<file path="config.mk">
export PLATFORM = sky130hd
export DESIGN_NAME = ams_pwm_dac
export DESIGN_NICKNAME = d
export VERILOG_FILES = /design/src/rtl/ams_pwm_dac.sv
export SDC_FILE = /design/constraint.sdc
export NUM_CORES = 1
export LEC_CHECK = 0
export BUFFER_PORTS_ARGS = -buffer_cell sky130_fd_sc_hd__clkbuf_2
export CAP_MARGIN = 40
export CORE_MARGIN = 2
export CORE_UTILIZATION = 55
export DETAILED_ROUTE_END_ITERATION = 12
export PLACE_DENSITY_LB_ADDON = 0.3
export SLEW_MARGIN = 5
export SYNTH_ARGS = -nofsm -noshare
export SYNTH_HDL_FRONTEND = slang
export SYNTH_SLANG_ARGS = --single-unit
export TNS_END_PERCENT = 1
</file>
<file path="constraint.sdc">
create_clock -name clk_i -period 10.71 [get_ports clk_i]
set_clock_uncertainty 0.05 [all_clocks]
set_input_delay 1.071 -clock clk_i [delete_from_list [all_inputs] [get_ports clk_i]]
set_output_delay 1.071 -clock clk_i [all_outputs]
set_load 0.02 [all_outputs]
</file>
<file path="src/rtl/ams_pwm_dac.sv">
// ams_pwm_dac: multi-channel dithered PWM DAC.
//
// Each channel takes a 24-bit word {B[7:0], P[15:0]} and produces a left-aligned PWM
// stream. Within each 256-clock cycle k (k = 0..15), the output is high for thr = B + P[k]
// clocks. Sixteen cycles form one 4096-clock frame, so the effective resolution is 12 bits.
// Words are shadowed only at frame start, so an update can never produce a partial frame.
//
// Ports:
//   clk_i    clock
//   rstn_i   synchronous active-low reset
//   cfg_i    packed DAC words; channel n occupies bits [24n+23:24n]
//   pwm_o    registered PWM outputs, one per channel
//   frame_o  one-clock pulse on the first clock of each frame
//   cycle_o  one-clock pulse on the first clock of each 256-clock cycle
module ams_pwm_dac #(
  parameter int unsigned CHN = 4
) (
  input  logic              clk_i,
  input  logic              rstn_i,
  input  logic [CHN*24-1:0] cfg_i,
  output logic [CHN-1:0]    pwm_o,
  output logic              frame_o,
  output logic              cycle_o
);

  // The 8-bit base field fixes the cycle length, so CYC cannot be overridden.
  localparam int unsigned CYC    = 256;
  localparam int unsigned NumCyc = 16;
  localparam int unsigned CntW   = $clog2(CYC);
  localparam int unsigned KW     = $clog2(NumCyc);

  localparam logic [CntW-1:0] CntMax = CntW'(CYC - 1);
  localparam logic [KW-1:0]   KMax   = KW'(NumCyc - 1);

  // cnt_q/k_q give the position of the clock that will be driven on pwm_o after the next
  // edge. Reset clears them to 0, so the first edge out of reset is a frame start.
  logic [CntW-1:0] cnt_q, cnt_d;
  logic [KW-1:0]   k_q, k_d;
  logic [23:0]     shadow_q [CHN];
  logic [23:0]     shadow_d [CHN];
  logic [15:0]     pat      [CHN];
  logic [8:0]      thr      [CHN];
  logic [CHN-1:0]  pwm_d;
  logic            frame_start;
  logic            cycle_start;

  always_comb begin
    frame_start = (cnt_q == '0) && (k_q == '0);
    cycle_start = (cnt_q == '0);

    cnt_d = (cnt_q == CntMax) ? '0 : cnt_q + CntW'(1);
    k_d   = k_q;
    if (cnt_q == CntMax) begin
      k_d = (k_q == KMax) ? '0 : k_q + KW'(1);
    end

    for (int n = 0; n < CHN; n++) begin
      // At frame start the just-sampled word drives the very first clock of the frame.
      shadow_d[n] = frame_start ? cfg_i[24*n +: 24] : shadow_q[n];
      pat[n]      = shadow_d[n][15:0];
      // 9-bit threshold so B=255 with a dither bit gives 256, i.e. high for the whole cycle.
      thr[n]      = {1'b0, shadow_d[n][23:16]} + 9'(pat[n][k_q]);
      pwm_d[n]    = ({1'b0, cnt_q} < thr[n]);
    end
  end

  always_ff @(posedge clk_i) begin
    if (!rstn_i) begin
      cnt_q   <= '0;
      k_q     <= '0;
      pwm_o   <= '0;
      frame_o <= 1'b0;
      cycle_o <= 1'b0;
      for (int n = 0; n < CHN; n++) begin
        shadow_q[n] <= '0;
      end
    end else begin
      cnt_q   <= cnt_d;
      k_q     <= k_d;
      pwm_o   <= pwm_d;
      frame_o <= frame_start;
      cycle_o <= cycle_start;
      for (int n = 0; n < CHN; n++) begin
        shadow_q[n] <= shadow_d[n];
      end
    end
  end

endmodule

</file>
==> summary.md, run 1 <==
| Metric | Value |
|---|---|
| Worst slew pin tran | 0.890 ns |
| Reg2Reg Setup Slack | ~4.8 ns |
| Post_cts resized | 0 |
| Fraction of registers with async set/reset | 0 |
| Chip height | 112 um |
| Mean Syn Cell Area | ~8.2 um2 |
| Core area | about 11,000 um2 |
| Syn Inst Count | just under 800 |
| P_leak | roughly 3.3 nW |
| Worst-path clk slew | 0.05 ns |
| Ys Warns | 0 |
| Synth-to-Final Area Change | 15.2% |
| Clk root buf | clkbuf_16 |
| Setup tns final | 0 ns |
| Crit-path cells | clkinv_1 -> ha_1 -> nor3b_1 -> nand3_2 -> buf_4 -> nor3_1 -> nor2_1 -> o22ai_1 -> a311o_1 -> ha_1 -> ha_1 -> a21boi_1 -> xor2_1 -> ha_1 -> a21o_1 -> a211oi_1 -> a21oi_1 -> o32ai_1 |
| # DRC | 0 |
| Min Tclk post-route | roughly 5.9 ns |
| Final hold slack | 0.402 ns |
| Slew Viols, Final | 0 |
| Final Non-Filler Cells | 1,023 |
| DRT antenna net count | 0 |
| I/O Buffers | 103 |
| Critical path fanouts, max | 66 |
| Final Instance Area | ~7400 um2 |
| Arr. time, crit path | 6.15 ns |
| Syn Std Cell Area | about 6400 um2 |
| Synth top cells by count | nand2_1 (145), dfxtp_1 (114), nor2_1 (76) |
| Ant diodes | 0 |
| Seq/Total Area, Yosys | 0.355 |
| Final setup fails | 0 |
| Min-delay src | shadow_q[3][7] |
| Routed wire length | approximately 17,000 um |
| Via count | 6,055 |
| Gr ovfl total | 0 |
| Latest clock arrival within the worst-skew pair | ~0.42 ns |
| WHS Path Cells | 2 |
| Post-synthesis net count | 926 |
| Site Rows | 39 |
| Clock tree sinks | roughly 110 |
| Yosys reg bits | 114 |
| Fmax | 0.170 GHz |
| Critical Path RT | 10.98 ns |
| Post-placement cell area | between 6000 and 7000 um2 |
| Vias in the first global route | 5,819 |
| Final period util | 0.548 |
| Starting Density | 0.563 |
| Fin. Hold Viols | 0 |
| DR iter-0 viols | ~500 |
| I/O pin count | approximately 100 |
| Hold buffer count at CTS | 0 |
| PD cells | about 160 nW/um2 |
| Full die area | 12,600 um2 |
| Fin nets | slightly above 1,000 |
| Max Cap Viol | 0 |
| DR vias/cell | 5.92 |
| Fill count | around 1,000 |
| Post-CTS Setup Bufs | 0 |
| Wirelength per Cell | around 17 um |
| R2R Path Start | k_q[0] |
| Hold Crit Class | flop to flop |
| VDD IR-drop max | 0.120 mV |
| Cell repeated most along the worst path | ha_1 |
| # H-tree levels | 4 |
| Slew HR | 0.405 |
| CP startpoint kind | flop |
| Crit Path Class | flop to flop |
| RD Place Congestion | roughly 0.93 |
| Most numerous cell in the Yosys netlist | nand2_1 |
| DP Worst Slack | 4.93 ns |
| Final core utilization | 0.649 |
| Largest cells by area after synthesis | dfxtp_1 (35%), mux2i_1 (8.6%), nand2_1 (8.5%) |
| Placed cells | between 900 and 1,000 |
| CTS Buf Count | 17 |
| Worst r2r path cells | 18 |
| Initial antenna violation count | 0 |
| Die X | approximately 110 um |
| Global-route wire length before repair | 28,000 um |
| Clock Path Buffers | 2 |
| Max stage delay on crit path | 0.82 ns |
| Distinct cell type count after synthesis | 59 |
| Tot Pwr | ~1.2 mW |
| Worst R2R End | pwm_o[1] |
| Final WS setup | between 4 and 5 ns |
| CTS tree | yes |
| Hpwl dp | ~12,000 um |
| Worst setup EP type | flop |
| Slowest cell on crit path | dfxtp_1 |
| Largest net degree at the start of global routing | between 60 and 70 |
| Status | finished clean |
| Layout cells sized above 1 | 0.167 |
| EDFF count, synth | 0 |
| WHS Endpoint | shadow_q[3][7] |
| Post-synth top flop | dfxtp_1 |
| RSZ-0062 raised after global routing | false |
| Router iterations before antenna repair | 5 |
| Yosys top cell area share | 0.355 |
| Total Routing Usage GR | 0.273 |
| Leading area contributor after synthesis | dfxtp_1 |
[power breakdown]
group | internal (mW) | switching, mW | total [mW]
Combinational | 0.0996 | 0.148 | 0.247
Clock | 0.300 | 0.185 | 0.485
Sequential | 0.464 | 0.0223 | 0.486
[layout by cell type, fill, tap and decap left out, types with 3 or more instances in the layout]
| master | instances |
|---|---|
| a21oi_1 | 68 |
| nand3_1 | 33 |
| a21o_1 | 6 |
| o21ai_0 | 27 |
| nand2_1 | 145 |
| a21boi_0 | 4 |
| o22ai_1 | 13 |
| nor2b_1 | 4 |
| clkinv_2 | 6 |
| buf_4 | 5 |
| a31oi_1 | 4 |
| o2111ai_1 | 5 |
| xnor2_1 | 20 |
| o21a_1 | 5 |
| nand4_1 | 18 |
| inv_1 | 10 |
| clkbuf_16 | 17 |
| dfxtp_1 | 114 |
| nor2_1 | 76 |
| nand2b_1 | 5 |
| clkbuf_1 | 3 |
| o211ai_1 | 5 |
| nor3_1 | 15 |
| ha_1 | 40 |
| a211oi_1 | 6 |
| a22oi_1 | 3 |
| mux2i_1 | 55 |
| and3_1 | 3 |
| or4_1 | 3 |
| clkbuf_2 | 103 |
| xor2_1 | 17 |
| a221oi_1 | 3 |
[layout make-up]
cell class                      instances  area [um2]  share of cell area
Clock buffer                           22         464              0.0626
Sequential cell                       114        2280               0.308
Tap cell                              143         179              0.0241
Clock inverter                          7        37.5             0.00506
Multi-Input combinational cell        617        3850               0.520
Inverter                               12        45.0             0.00608
Timing Repair Buffer                  108         553              0.0746
[critical path, delay by kind of cell, from the launching register on]
family          cells  cell delay [ns]
compound gates      7             1.41
xor+xnor            1             0.17
fa+ha+maj           4             1.19
buf+inv             2             1.15
flops               1             0.82
simple gates        4             0.94
[metal layers]
metal	share of wire	GRT usage	routed length, um	vias to the layer above
met5	0	0	0	-
met4	0.023	0.107	382	0
met3	0.073	0.0583	1240	30
met2	0.46	0.428	7750	239
met1	0.45	0.370	7560	2841
li1	-	-	-	2945
[logic make-up after synthesis]
| family | count (synthesis) | share of synthesized area |
|---|---|---|
| xor+xnor | 37 | 0.0504 |
| compound gates | 167 | 0.161 |
| fa+ha+maj | 40 | 0.0778 |
| flops | 114 | 0.355 |
| simple gates | 317 | 0.222 |
| buf+inv | 57 | 0.0463 |
| mux | 56 | 0.0873 |
[sequential cells by signal, summed over array words and instances, names as in the netlist]
| signal | cells |
|---|---|
| shadow_q | 96 |
| cnt_q | 8 |
| k_q | 4 |
| pwm_o | 4 |
| cycle_o | 1 |
| frame_o | 1 |
[how the worst max path moves through the flow]
stage,from,cells past startpoint,endpoint
final,k_q[0],18,pwm_o[1]
after global routing,k_q[0],18,pwm_o[0]
after CTS,k_q[0],18,pwm_o[1]
after detailed placement,k_q[0],18,pwm_o[0]
after global placement,k_q[0],18,pwm_o[0]
after floorplan,k_q[1],19,pwm_o[0]
(Power assumes the default switching activity.)
==> inputs of run 2 (changes only) <==
Clock period 10.71 ns to 5.6 ns, I/O delays scaled along.
==> run 2 against run 1 <==
Effect of this change:
- sequential power grew 91%
- critical path depth is the same
- via count grew 0.63%
- cell area grew 2.3%
- setup slack lost 4.5 ns
- register-to-register slack lost 4.5 ns
- sequential cell count is the same
- hold slack lost 0.096 ns
- global-route usage grew 0.88 points
- combinational power grew 97%
- count of clock-buffer cells in the layout is the same
- critical path type unchanged
==> summary.md, run 2 (same netlist as run 1, synthesis figures left out) <==
| Metric | Value |
|---|---|
| Max reg flops | 96 (unchanged) |
| CTS Buf Count | 17 (unchanged) |
| Latest clock arrival within the worst-skew pair | 0.43 ns (about the same) |
| DR iter-0 viols | 487 (-4.9%) |
| VDD IR-drop max | 0.270 mV (+130%) |
| Starting Density | 0.563 (unchanged) |
| I/O Buffers | 103 (unchanged) |
| Fmax | 0.192 GHz (+13%) |
| Vias in the first global route | 5,952 (+2.3%) |
| Site Rows | 39 (unchanged) |
| Full die area | 12,600 um2 (unchanged) |
| Min Tclk post-route | 5.22 ns (-0.653 ns) |
| Post_cts resized | 0 (unchanged) |
| CP startpoint kind | flop |
| Clk root buf | clkbuf_16 |
| Critical Path RT | 5.88 ns (-5.10 ns) |
| Worst r2r path cells | 18 (unchanged) |
| Max Cap Viol | 0 (unchanged) |
| Top reg by flops | shadow_q |
| Worst-path clk slew | 0.05 ns (about the same) |
| Core area | 11,400 um2 (unchanged) |
| WHS Path Cells | 3 (+1) |
| Crit Path Class | flop to flop |
| Commonest cells after routing, fill and taps aside | nand2_1 (145), dfxtp_1 (114), clkbuf_2 (103) |
| Gr ovfl total | 0 (unchanged) |
| Ant diodes | 0 (unchanged) |
| Fin. Hold Viols | 0 (unchanged) |
| Wirelength per Cell | 17.0 um (+2.8%) |
| Arr. time, crit path | 5.50 ns (-0.65 ns) |
| Initial antenna violation count | 0 (unchanged) |
| Final setup fails | 0 (unchanged) |
| Clock Path Buffers | 2 (unchanged) |
| Largest net degree at the start of global routing | 61 (-9.0%) |
| Final hold slack | 0.306 ns (-0.0964 ns) |
| Die X | 112 um (unchanged) |
| Post-CTS Setup Bufs | 0 (unchanged) |
| Routed wire length | 17,600 um (+3.7%) |
| DRT antenna net count | 0 (unchanged) |
| Router iterations before antenna repair | 6 (+1) |
| Fill count | 983 (-0.91%) |
| Final period util | 0.932 (+0.384) |
| Slew HR | 0.432 (+0.0273) |
| DR vias/cell | 5.90 (-0.25%) |
| # H-tree levels | 4 (unchanged) |
| P_leak | 3.43 nW (+2.5%) |
| Status | finished clean |
| Chip height | 112 um (unchanged) |
| Global-route wire length before repair | 28,700 um (+2.6%) |
| Synth-to-Final Area Change | 17.9% |
| Setup tns final | 0 ns (unchanged) |
| Total Routing Usage GR | 0.282 (+0.00879) |
| Hold buffer count at CTS | 0 (unchanged) |
| Critical path fanouts, max | 60 (-9.1%) |
| Hpwl dp | 12,200 um (+0.74%) |
| Hold Crit Class | input pin to flop |
| Layout cells sized above 1 | 0.178 (+0.0107) |
| Worst slew pin tran | 0.850 ns (-0.0399 ns) |
| RSZ-0062 raised after global routing | false |
| # DRC | 0 (unchanged) |
| I/O pin count | 104 (unchanged) |
| Commonest non-fill, non-tap cell in the layout | nand2_1 |
| PD cells | 335 nW/um2 (+100%) |
| CTS tree | yes |
| Clock tree sinks | 114 (unchanged) |
| Top Registers | shadow_q (96), cnt_q (8) |
| Slew Viols, Final | 0 (unchanged) |
| RD Place Congestion | 0.978 (+5.3%) |
| Via count | 6,093 (+0.63%) |
| Fin nets | 1,014 (+0.60%) |
| Worst setup EP type | flop |
## run 2: cell types whose count changed in the layout (fill, tap and decap cells not counted)
| cell | delta |
|---|---|
| buf_12 | +1 |
| clkbuf_1 | -2 |
| bufinv_16 | +3 |
| clkinvlp_4 | +1 |
| buf_4 | +4 |
| buf_2 | +1 |
| clkinv_2 | -1 |
| clkbuf_8 | +2 |
## run 2: worst paths after layout
path | endpoint | slack (ns) | startpoint
max reg2reg | pwm_o[1] | 0.38 | cnt_q[0]
min | shadow_q[2][7] | 0.31 | cfg_i[55]
max | pwm_o[1] | 0.38 | cnt_q[0]
min reg2reg | shadow_q[1][10] | 0.40 | shadow_q[1][10]
## run 2: layer usage
metal  wire length (um)  up-vias  global-route usage
li1                   -     2978                   -
met1               7870     2827               0.369
met2               8030      247               0.439
met3               1220       41              0.0794
met4                444        0               0.118
met5                  0        -                   0
## run 2: power breakdown
part,switching (mW),internal [mW]
sequential,0.0429,0.886
clock,0.381,0.741
combinational,0.288,0.197
## run 2: final cells by class
| type | instances | area, um2 | area share |
|---|---|---|---|
| Multi-Input combinational cell | 617 | 3850 | 0.508 |
| Sequential cell | 114 | 2280 | 0.301 |
| Timing Repair Buffer | 114 | 608 | 0.0802 |
| Clock buffer | 22 | 484 | 0.0639 |
| Tap cell | 143 | 179 | 0.0236 |
| Clock inverter | 10 | 130 | 0.0172 |
| Inverter | 12 | 45.0 | 0.00594 |
## run 2: critical path: stages, from the launching register on
cell,delay (ns)
dfxtp_1,0.33
inv_1,0.16
ha_1,0.17
or4b_1,0.64
nor3_4,0.58
buf_12,0.36
mux2i_1,0.26
o21ai_0,0.12
o21a_1,0.23
a311o_1,0.32
ha_1,0.26
ha_1,0.26
a21boi_1,0.16
xor2_1,0.16
ha_1,0.30
a21o_1,0.16
a211oi_1,0.23
a21oi_1,0.11
o32ai_1,0.24
## run 2: through the flow
stage          total power [mW]  cells  utilization  setup slack, ns  cell area, um2
2_1_floorplan              1.29    788            -             1.14            6430
3_3_place_gp               1.40    999        0.610            0.708            6960
3_5_place_dp               1.42    999        0.610            0.506            6960
4_1_cts                    2.55   1031        0.663            0.460            7580
5_1_grt                    2.65   1032        0.664           0.0940            7580
6_report                   2.54   1032        0.664            0.381            7580
